## src/rtl/chess_pkg.sv

```systemverilog
// Shared types for the chess board writer: piece/square encodings, colour helpers,
// and the move executor state encoding.
package chess_pkg;

    typedef logic [3:0] piece_t;
    typedef logic [5:0] square_t;

    localparam piece_t EMPTY    = 4'h0;
    localparam piece_t W_PAWN   = 4'h1;
    localparam piece_t W_BISHOP = 4'h2;
    localparam piece_t W_KNIGHT = 4'h3;
    localparam piece_t W_ROOK   = 4'h4;
    localparam piece_t W_QUEEN  = 4'h5;
    localparam piece_t W_KING   = 4'h6;
    localparam piece_t B_PAWN   = 4'h7;
    localparam piece_t B_BISHOP = 4'h8;
    localparam piece_t B_KNIGHT = 4'h9;
    localparam piece_t B_ROOK   = 4'hA;
    localparam piece_t B_QUEEN  = 4'hB;
    localparam piece_t B_KING   = 4'hC;

    typedef enum logic [3:0] {
        ST_IDLE,
        ST_RD_SRC,
        ST_RD_DST,
        ST_REM_SRC,
        ST_PLC_DST,
        ST_ROOK_REM,
        ST_ROOK_PLC,
        ST_DONE,
        ST_ERR
    } exec_state_t;

    function automatic logic [2:0] row(input square_t s);
        return s[5:3];
    endfunction

    function automatic logic [2:0] col(input square_t s);
        return s[2:0];
    endfunction

    function automatic logic is_white(input piece_t p);
        return (p >= W_PAWN) && (p <= W_KING);
    endfunction

    function automatic logic is_black(input piece_t p);
        return (p >= B_PAWN) && (p <= B_KING);
    endfunction

    function automatic logic is_valid(input piece_t p);
        return p <= B_KING;
    endfunction

    function automatic logic same_colour(input piece_t a, input piece_t b);
        return (is_white(a) && is_white(b)) || (is_black(a) && is_black(b));
    endfunction

endpackage

```

## src/rtl/chess_move_executor.sv

```systemverilog
// Turns one (from, to) move request into single-cycle remove/place commands on the
// board write port, with capture reporting, pawn promotion and castling.
module chess_move_executor
    import chess_pkg::*;
#(
    parameter bit PROMO_EN  = 1'b1,
    parameter bit CASTLE_EN = 1'b1
) (
    input  logic       clk,
    input  logic       rst,
    input  logic       i_req_valid,
    output logic       o_req_ready,
    input  logic [5:0] i_req_from,
    input  logic [5:0] i_req_to,
    output logic [5:0] o_rd_pos,
    input  logic [3:0] i_rd_code,
    output logic [3:0] o_figure_code,
    output logic [5:0] o_figure_position,
    output logic       o_place_piece,
    output logic       o_remove_piece,
    output logic       o_done,
    output logic       o_error,
    output logic [3:0] o_captured_code,
    output logic       o_promoted,
    output logic       o_castled
);

    exec_state_t r_state, r_state_next;
    square_t     r_from, r_from_next;
    square_t     r_to, r_to_next;
    piece_t      r_src, r_src_next;
    piece_t      r_captured, r_captured_next;
    logic        r_promoted, r_promoted_next;
    logic        r_castled, r_castled_next;
    square_t     r_rd_pos, r_rd_pos_next;
    logic        r_place, r_place_next;
    logic        r_remove, r_remove_next;
    square_t     r_fig_pos, r_fig_pos_next;
    piece_t      r_fig_code, r_fig_code_next;
    logic        r_done, r_done_next;
    logic        r_error, r_error_next;

    logic [2:0]        w_from_row, w_from_col, w_to_row, w_to_col;
    logic signed [3:0] w_col_diff;
    logic              w_castle_left;
    logic              w_is_castle;
    logic              w_promote;
    logic              w_reject;
    logic [2:0]        w_rook_to_col;
    square_t           w_rook_from, w_rook_to;
    piece_t            w_rook_code, w_place_code;

    assign w_from_row = row(r_from);
    assign w_from_col = col(r_from);
    assign w_to_row   = row(r_to);
    assign w_to_col   = col(r_to);

    // Signed 4-bit difference so a 3-bit column wrap can never look like a 2-column king step
    assign w_col_diff    = $signed({1'b0, w_to_col}) - $signed({1'b0, w_from_col});
    assign w_castle_left = (w_to_col < w_from_col);
    assign w_is_castle   = CASTLE_EN
                         && ((r_src == W_KING) || (r_src == B_KING))
                         && (w_from_row == w_to_row)
                         && ((w_col_diff == 4'sd2) || (w_col_diff == -4'sd2));

    assign w_rook_to_col = w_castle_left ? (w_to_col + 3'd1) : (w_to_col - 3'd1);
    assign w_rook_from   = {w_from_row, (w_castle_left ? 3'd0 : 3'd7)};
    assign w_rook_to     = {w_from_row, w_rook_to_col};
    assign w_rook_code   = is_white(r_src) ? W_ROOK : B_ROOK;

    assign w_promote    = PROMO_EN
                        && (((r_src == W_PAWN) && (w_to_row == 3'd0))
                         || ((r_src == B_PAWN) && (w_to_row == 3'd7)));
    assign w_place_code = w_promote ? ((r_src == W_PAWN) ? W_QUEEN : B_QUEEN) : r_src;

    // Evaluated in RD_DST, where i_rd_code is the destination contents
    assign w_reject = (r_src == EMPTY) || !is_valid(r_src) || (r_from == r_to)
                    || same_colour(r_src, i_rd_code);

    always_comb begin
        r_state_next    = r_state;
        r_from_next     = r_from;
        r_to_next       = r_to;
        r_src_next      = r_src;
        r_captured_next = r_captured;
        r_promoted_next = r_promoted;
        r_castled_next  = r_castled;
        r_rd_pos_next   = r_rd_pos;
        r_place_next    = 1'b0;
        r_remove_next   = 1'b0;
        r_fig_pos_next  = '0;
        r_fig_code_next = EMPTY;
        r_done_next     = 1'b0;
        r_error_next    = 1'b0;

        case (r_state)
            ST_IDLE: begin
                if (i_req_valid) begin
                    r_from_next     = i_req_from;
                    r_to_next       = i_req_to;
                    r_rd_pos_next   = i_req_from;
                    r_captured_next = EMPTY;
                    r_promoted_next = 1'b0;
                    r_castled_next  = 1'b0;
                    r_state_next    = ST_RD_SRC;
                end
            end
            ST_RD_SRC: begin
                r_src_next    = i_rd_code;
                r_rd_pos_next = r_to;
                r_state_next  = ST_RD_DST;
            end
            ST_RD_DST: begin
                r_captured_next = i_rd_code;
                if (w_reject) begin
                    r_error_next = 1'b1;
                    r_state_next = ST_ERR;
                end else begin
                    r_promoted_next = w_promote;
                    r_castled_next  = w_is_castle;
                    r_remove_next   = 1'b1;
                    r_fig_pos_next  = r_from;
                    r_state_next    = ST_REM_SRC;
                end
            end
            ST_REM_SRC: begin
                r_place_next    = 1'b1;
                r_fig_pos_next  = r_to;
                r_fig_code_next = w_place_code;
                r_state_next    = ST_PLC_DST;
            end
            ST_PLC_DST: begin
                if (r_castled) begin
                    r_remove_next  = 1'b1;
                    r_fig_pos_next = w_rook_from;
                    r_state_next   = ST_ROOK_REM;
                end else begin
                    r_done_next  = 1'b1;
                    r_state_next = ST_DONE;
                end
            end
            ST_ROOK_REM: begin
                r_place_next    = 1'b1;
                r_fig_pos_next  = w_rook_to;
                r_fig_code_next = w_rook_code;
                r_state_next    = ST_ROOK_PLC;
            end
            ST_ROOK_PLC: begin
                r_done_next  = 1'b1;
                r_state_next = ST_DONE;
            end
            ST_DONE:  r_state_next = ST_IDLE;
            ST_ERR:   r_state_next = ST_IDLE;
            default:  r_state_next = ST_IDLE;
        endcase
    end

    always_ff @(posedge clk or posedge rst) begin
        if (rst) begin
            r_state    <= ST_IDLE;
            r_from     <= '0;
            r_to       <= '0;
            r_src      <= EMPTY;
            r_captured <= EMPTY;
            r_promoted <= 1'b0;
            r_castled  <= 1'b0;
            r_rd_pos   <= '0;
            r_place    <= 1'b0;
            r_remove   <= 1'b0;
            r_fig_pos  <= '0;
            r_fig_code <= EMPTY;
            r_done     <= 1'b0;
            r_error    <= 1'b0;
        end else begin
            r_state    <= r_state_next;
            r_from     <= r_from_next;
            r_to       <= r_to_next;
            r_src      <= r_src_next;
            r_captured <= r_captured_next;
            r_promoted <= r_promoted_next;
            r_castled  <= r_castled_next;
            r_rd_pos   <= r_rd_pos_next;
            r_place    <= r_place_next;
            r_remove   <= r_remove_next;
            r_fig_pos  <= r_fig_pos_next;
            r_fig_code <= r_fig_code_next;
            r_done     <= r_done_next;
            r_error    <= r_error_next;
        end
    end

    assign o_req_ready       = (r_state == ST_IDLE);
    assign o_rd_pos          = r_rd_pos;
    assign o_figure_code     = r_fig_code;
    assign o_figure_position = r_fig_pos;
    assign o_place_piece     = r_place;
    assign o_remove_piece    = r_remove;
    assign o_done            = r_done;
    assign o_error           = r_error;
    assign o_captured_code   = r_captured;
    assign o_promoted        = r_promoted;
    assign o_castled         = r_castled;

endmodule

```

## config.mk

```make
export PLATFORM = sky130hd
export DESIGN_NAME = chess_move_executor
export DESIGN_NICKNAME = d
export VERILOG_FILES = /design/src/rtl/chess_pkg.sv /design/src/rtl/chess_move_executor.sv
export SDC_FILE = /design/constraint.sdc
export NUM_CORES = 1
export LEC_CHECK = 0
export CAP_MARGIN = 0
export CORE_UTILIZATION = 40
export DETAILED_ROUTE_END_ITERATION = 16
export HOLD_SLACK_MARGIN = 0.08
export SETUP_SLACK_MARGIN = 0.05
export SYNTH_ARGS = -nofsm -noshare
export SYNTH_HDL_FRONTEND = slang
export SYNTH_SLANG_ARGS = --single-unit
```

## constraint.sdc

```tcl
create_clock -name clk -period 3.31 [get_ports clk]
set_input_delay 0.4965 -clock clk [delete_from_list [all_inputs] [get_ports clk]]
set_output_delay 0.4965 -clock clk [all_outputs]
set_load 0.1 [all_outputs]
```

-- Word level (Yosys, flattened, before mapping)
Cells that the tools add are included.
- add/sub/neg operators: 3
- magnitude comparators: 9
- eq/ne operators: 17
- muxes and demuxes: 30
- reductions and logical operators: 28
- operators by type and width (cell ; count):
    4-bit one-hot mux with 7 select lines ; 1
    4-bit by 3-bit == test with 1-bit output, second input constant ; 6
    4-bit two-way mux ; 6
    6-bit one-hot mux with 4 select lines ; 1
    6-bit two-way mux ; 3
    4-bit one-hot mux with 2 select lines ; 2
    4-bit by 2-bit == test with 1-bit output, second input constant ; 3
    6-bit one-hot mux with 2 select lines ; 1
    1-bit logical AND ; 10
    1-bit two-way mux ; 9
    4-bit by 1-bit == test with 1-bit output, second input constant ; 2
    4-bit by 1-bit greater-or-equal comparator with 1-bit output, second input constant ; 2
    4-bit by 3-bit greater-or-equal comparator with 1-bit output, second input constant ; 2
    4-bit by 3-bit less-or-equal comparator with 1-bit output, second input constant ; 2
    4-bit less-or-equal comparator, second input constant ; 2
    4-bit logical NOT ; 2
    1-bit one-hot mux with 2 select lines ; 4
    1-bit logical OR ; 7
    6-bit == test ; 1
    3-bit two-way mux ; 2
    2-bit AND reduction ; 3
    4-bit == test, second input constant ; 1
    2-bit != test, second input constant ; 2
    2-bit nonzero test ; 2
    other kinds (11) ; 11
- register bits: 46
- bits of input ports: 19
- output and inout bits: 27
- word-level logic and storage cells: 101

-- Depth between registers and ports, before layout
- word-level depth: 7
- depth in mapped cells: 11
- mapped depth without buffers: 11

-- Worst setup path before layout
No wires, ideal clock.
- path type: register to register
- start: register r_state[0]
- end: register r_promoted, in the netlist o_promoted
- library setup time: 0.127 ns
- data arrival time: 4.307 ns
- required time: 3.183 ns
- path slack: -1.124 ns
- stages on the path, launching flop included: 6
- buffers on the path: 1
- period minus slack after synthesis: 4.434 ns
- cells stage by stage: dfrtp_1 > buf_2 > nor4_1 > nand2_1 > nand2_1 > mux2i_1
- cells in the longest elaborated chain, start to end: 3
- elaborated cells on any way between the ends: 7
- classes of those cells: 3 x eq/ne; 1 x mux; 3 x reduce/logical
- RTL lines (item ; RTL line ; text):
    start: declaration ; chess_move_executor.sv:28 ; exec_state_t r_state, r_state_next;
    start signal: assignment ; chess_move_executor.sv:175 ; r_state <= r_state_next;
    4-bit logical NOT (*) ; - ;
    named net o_req_ready ; chess_move_executor.sv:12 ; output logic o_req_ready,
    2-bit != test (no line) or 2-bit nonzero test (tied branches) ; - ;
    3-bit AND reduction (no line) ; - ;
    end signal: assignment ; chess_move_executor.sv:180 ; r_promoted <= r_promoted_next;
    end: declaration ; chess_move_executor.sv:33 ; logic r_promoted, r_promoted_next;
The timed path passes the listed nets; every way through them passes the cells marked *.
A chain may end at the register's enable or synchronous reset.

-- Worst setup path after layout
- start: register r_to[0]
- end: register r_fig_pos[2], in the netlist o_figure_position[2]
- cells in the longest elaborated chain, start to end: 5
- elaborated cells on any way between the ends: 11
- classes of those cells: 2 x add/sub; 1 x order compare; 1 x eq/ne; 5 x mux; 2 x reduce/logical
- RTL lines (item ; RTL line ; text):
    start: declaration ; chess_move_executor.sv:30 ; square_t r_to, r_to_next;
    start signal: assignment ; chess_move_executor.sv:177 ; r_to <= r_to_next;
    branches (longest 4 deep; another with 3-bit less-than comparator) ; - ;
    6-bit one-hot mux with 4 select lines (*) ; chess_move_executor.sv:96 ; case (r_state)
    named net r_fig_pos_next[2] ; chess_move_executor.sv:38 ; square_t r_fig_pos, r_fig_pos_next;
    end signal: assignment ; chess_move_executor.sv:185 ; r_fig_pos <= r_fig_pos_next;
    end: declaration ; chess_move_executor.sv:38 ;
Mark *: on every way through the listed nets, which the timed path passes.

==> reports/summary.txt <==
Status - complete, no violations
Post-Route WL - 5000 um
GRT Residual Overflow - 0
Port Buf Inserts - 45
Final GP Congestion - 0.804
Syn-to-layout area delta - 26.1%
Ports - 46
Slew Limit Headroom - 34.6%
Die area - 5940 um^2
Setup Buffers After CTS - 0
Synth top area share - 51.1%
Final #Nets - 305
Clock buffer count from CTS - 5
Die Width - 77.1 um
CP peak stage delay - 0.42 ns
Largest area contributor in the netlist - dfrtp_1
Worst-skew pair later-pin latency - 0.29 ns
Setup TNS - 0 ns
CP Class - reg2reg
Vias per std cell - 5.09
Cell with the most instances after synthesis - nand2_1
Final Max Slew Viols - 0
Share of cells above drive strength 1 - 7.83%
Data arrival time of the worst path - 2.66 ns
CTS H-tree depth - 2
Gr usage total - 18.7%
Remaining antenna violation count - 0
Final Hold Violating Endpoints - 0
Placed wire-length estimate - 3600 um
Setup crit start kind - register
Class of the worst hold path - reg2reg
Synth Area per Inst - 9.39 um^2
Clk_skew - 0.00739 ns
Tmin final - 2.49 ns
Largest net degree at the start of global routing - 47
Initial drt markers - 102
Actual slew at the worst max-slew pin - 0.979 ns
Crit share post-route - 75.1%
Worst setup EP type - register
Dominant synthesized flop cell - dfrtp_1
Die Y - 77.1 um
Synth top area cells - dfrtp_1 (51%), nand2_1 (7.8%), o21ai_0 (3.3%)
RSZ-0062 raised after global routing - no
Max-cap violations - 0
Final routed DRC violation total - 0
First drt pass iteration count - 4
Vias in the first global route - 1737
# diodes - 0
First-pass GRT wire length - 8500 um
Ys Warns - 0
CP required - 3.48 ns
Post-Syn Area - 2250 um^2
Num rows - 26
Post-synth top cells - nand2_1 (47), dfrtp_1 (46), inv_1 (15), o21ai_0 (15), nand3_1 (11)
Ys async rst share - 100%
Setup-failing EPs final - 0
CTS tree - built
CTS Root Cell - clkbuf_8
Max Clk Rate - 0.402 GHz
Drt wl/cell - 14.2 um
Initial antenna violation count - 0
Clock transition at path regs - 0.08 ns
Bufs on Longest Clock Path - 2
# fillers - 508
Yosys cell types - 38
Post-cts resize count - 0
Crit-path slowest cell - dfrtp_1
CTS sink count - 46
Worst-path cell chain - inv_1, ha_1, inv_1, fa_1, fa_1, inv_1, fa_1, xnor2_1, xnor2_1, a22oi_1, o211ai_1
Critical Path Fanout Max - 4
Syn nets - 265
Post-synth EDFFs - 0
Starting Density - 42.8%
Core Area - 5270 um^2
Cells after Synth - 240
Hold-fix buffers at CTS - 0
Seq/Total Area, Yosys - 51.1%
#FFs+latches synth - 46
Total vias in the final route - 1785
==> area by class of cell <==
type	instances	area, um^2	share of cell area (%)
Timing Repair Buffer	48	470	16.5
Clock inverter	1	5.00	0.176
Tap cell	70	87.6	3.08
Multi-Input combinational cell	163	982	34.6
Clock buffer	7	86.3	3.04
Inverter	16	60.1	2.11
Sequential cell	46	1150	40.5
==> worst paths after layout <==
kind | slack, ns | depth (start not counted) | end | from
worst max-delay path | 0.82 | 11 | o_figure_position[2]$_DFF_PP0_ | r_to[0]$_DFFE_PP0P_
min in group asynchronous | 0.74 | 2 | o_error$_DFF_PP0_ | rst
worst max register to register | 0.82 | 11 | o_figure_position[2]$_DFF_PP0_ | r_to[0]$_DFFE_PP0P_
worst min-delay path | 0.48 | 2 | o_rd_pos[2]$_DFFE_PP0P_ | o_rd_pos[2]$_DFFE_PP0P_
max in group asynchronous | 1.99 | 2 | r_from[5]$_DFFE_PP0P_ | rst
worst min register to register | 0.48 | 2 | o_rd_pos[2]$_DFFE_PP0P_ | o_rd_pos[2]$_DFFE_PP0P_
==> critical path, delay by kind of cell, from the launching register on <==
kind | cells | cell delay [ns]
AO/OA/AOI/OAI | 2 | 0.25
buffers and inverters | 3 | 0.31
adder cells (fa/ha/maj) | 4 | 1.15
flip-flops | 1 | 0.42
XOR/XNOR | 2 | 0.22
==> flip-flops by register name, indices dropped and copies added, names as in the netlist <==
register and flops:
r_to 6, r_state 4, r_from 6, o_remove_piece 1, o_figure_position 6, r_src 4
o_done 1, o_promoted 1, o_place_piece 1, o_error 1, o_captured_code 4, o_rd_pos 6
o_figure_code 4, o_castled 1
==> cells by family after synthesis <==
group / count (synthesis) / share of synthesized area, %
AND/OR/NAND/NOR: 96 / 20.0
flip-flops: 46 / 51.1
buffers and inverters: 31 / 5.66
AO/OA/AOI/OAI: 49 / 13.8
XOR/XNOR: 7 / 2.72
multiplexers: 5 / 2.39
adder cells (fa/ha/maj): 6 / 4.33
==> per-stage QoR <==
step	instance area, um^2	hold WS [ns]	worst slack, ns	instances	util [%]
after floorplan	2260	0.507	0.219	240	-
after global placement	2750	0.472	0.859	343	52.2
after detailed placement	2750	0.471	0.841	343	52.2
after CTS	2840	0.493	0.821	351	53.9
after global routing	2840	0.516	0.685	351	53.9
final	2840	0.482	0.824	351	53.9
==> routing by layer <==
layer	vias to the layer above	routed length (um)	track usage (%)
li1	902	-	-
met1	835	2460	26.3
met2	42	2250	28.8
met3	6	234	4.17
met4	0	59	5.66
met5	-	0	0
==> layout by cell type, fill, tap and decap left out, types with 2 or more instances in the layout <==
master / count
a21oi_1: 10
nor3_1: 9
o211ai_1: 4
nor2_1: 9
o21ai_1: 3
xor2_1: 4
nor4_1: 2
mux2i_1: 2
clkdlybuf4s50_1: 44
ha_1: 3
and3_1: 2
buf_4: 4
a22o_1: 4
nand4b_1: 2
o21ai_0: 15
o21a_1: 2
inv_2: 2
xnor2_1: 3
fa_1: 3
nand3_1: 11
o22ai_1: 2
a211oi_2: 2
nand2b_1: 3
a211oi_1: 2
a22oi_1: 4
nor2b_1: 3
clkbuf_8: 6
dfrtp_1: 46
mux2_2: 3
inv_1: 14
nand2_1: 47
Power is not shown: default switching activity piles up to over one toggle a cycle in this logic, so the estimate is an artifact.
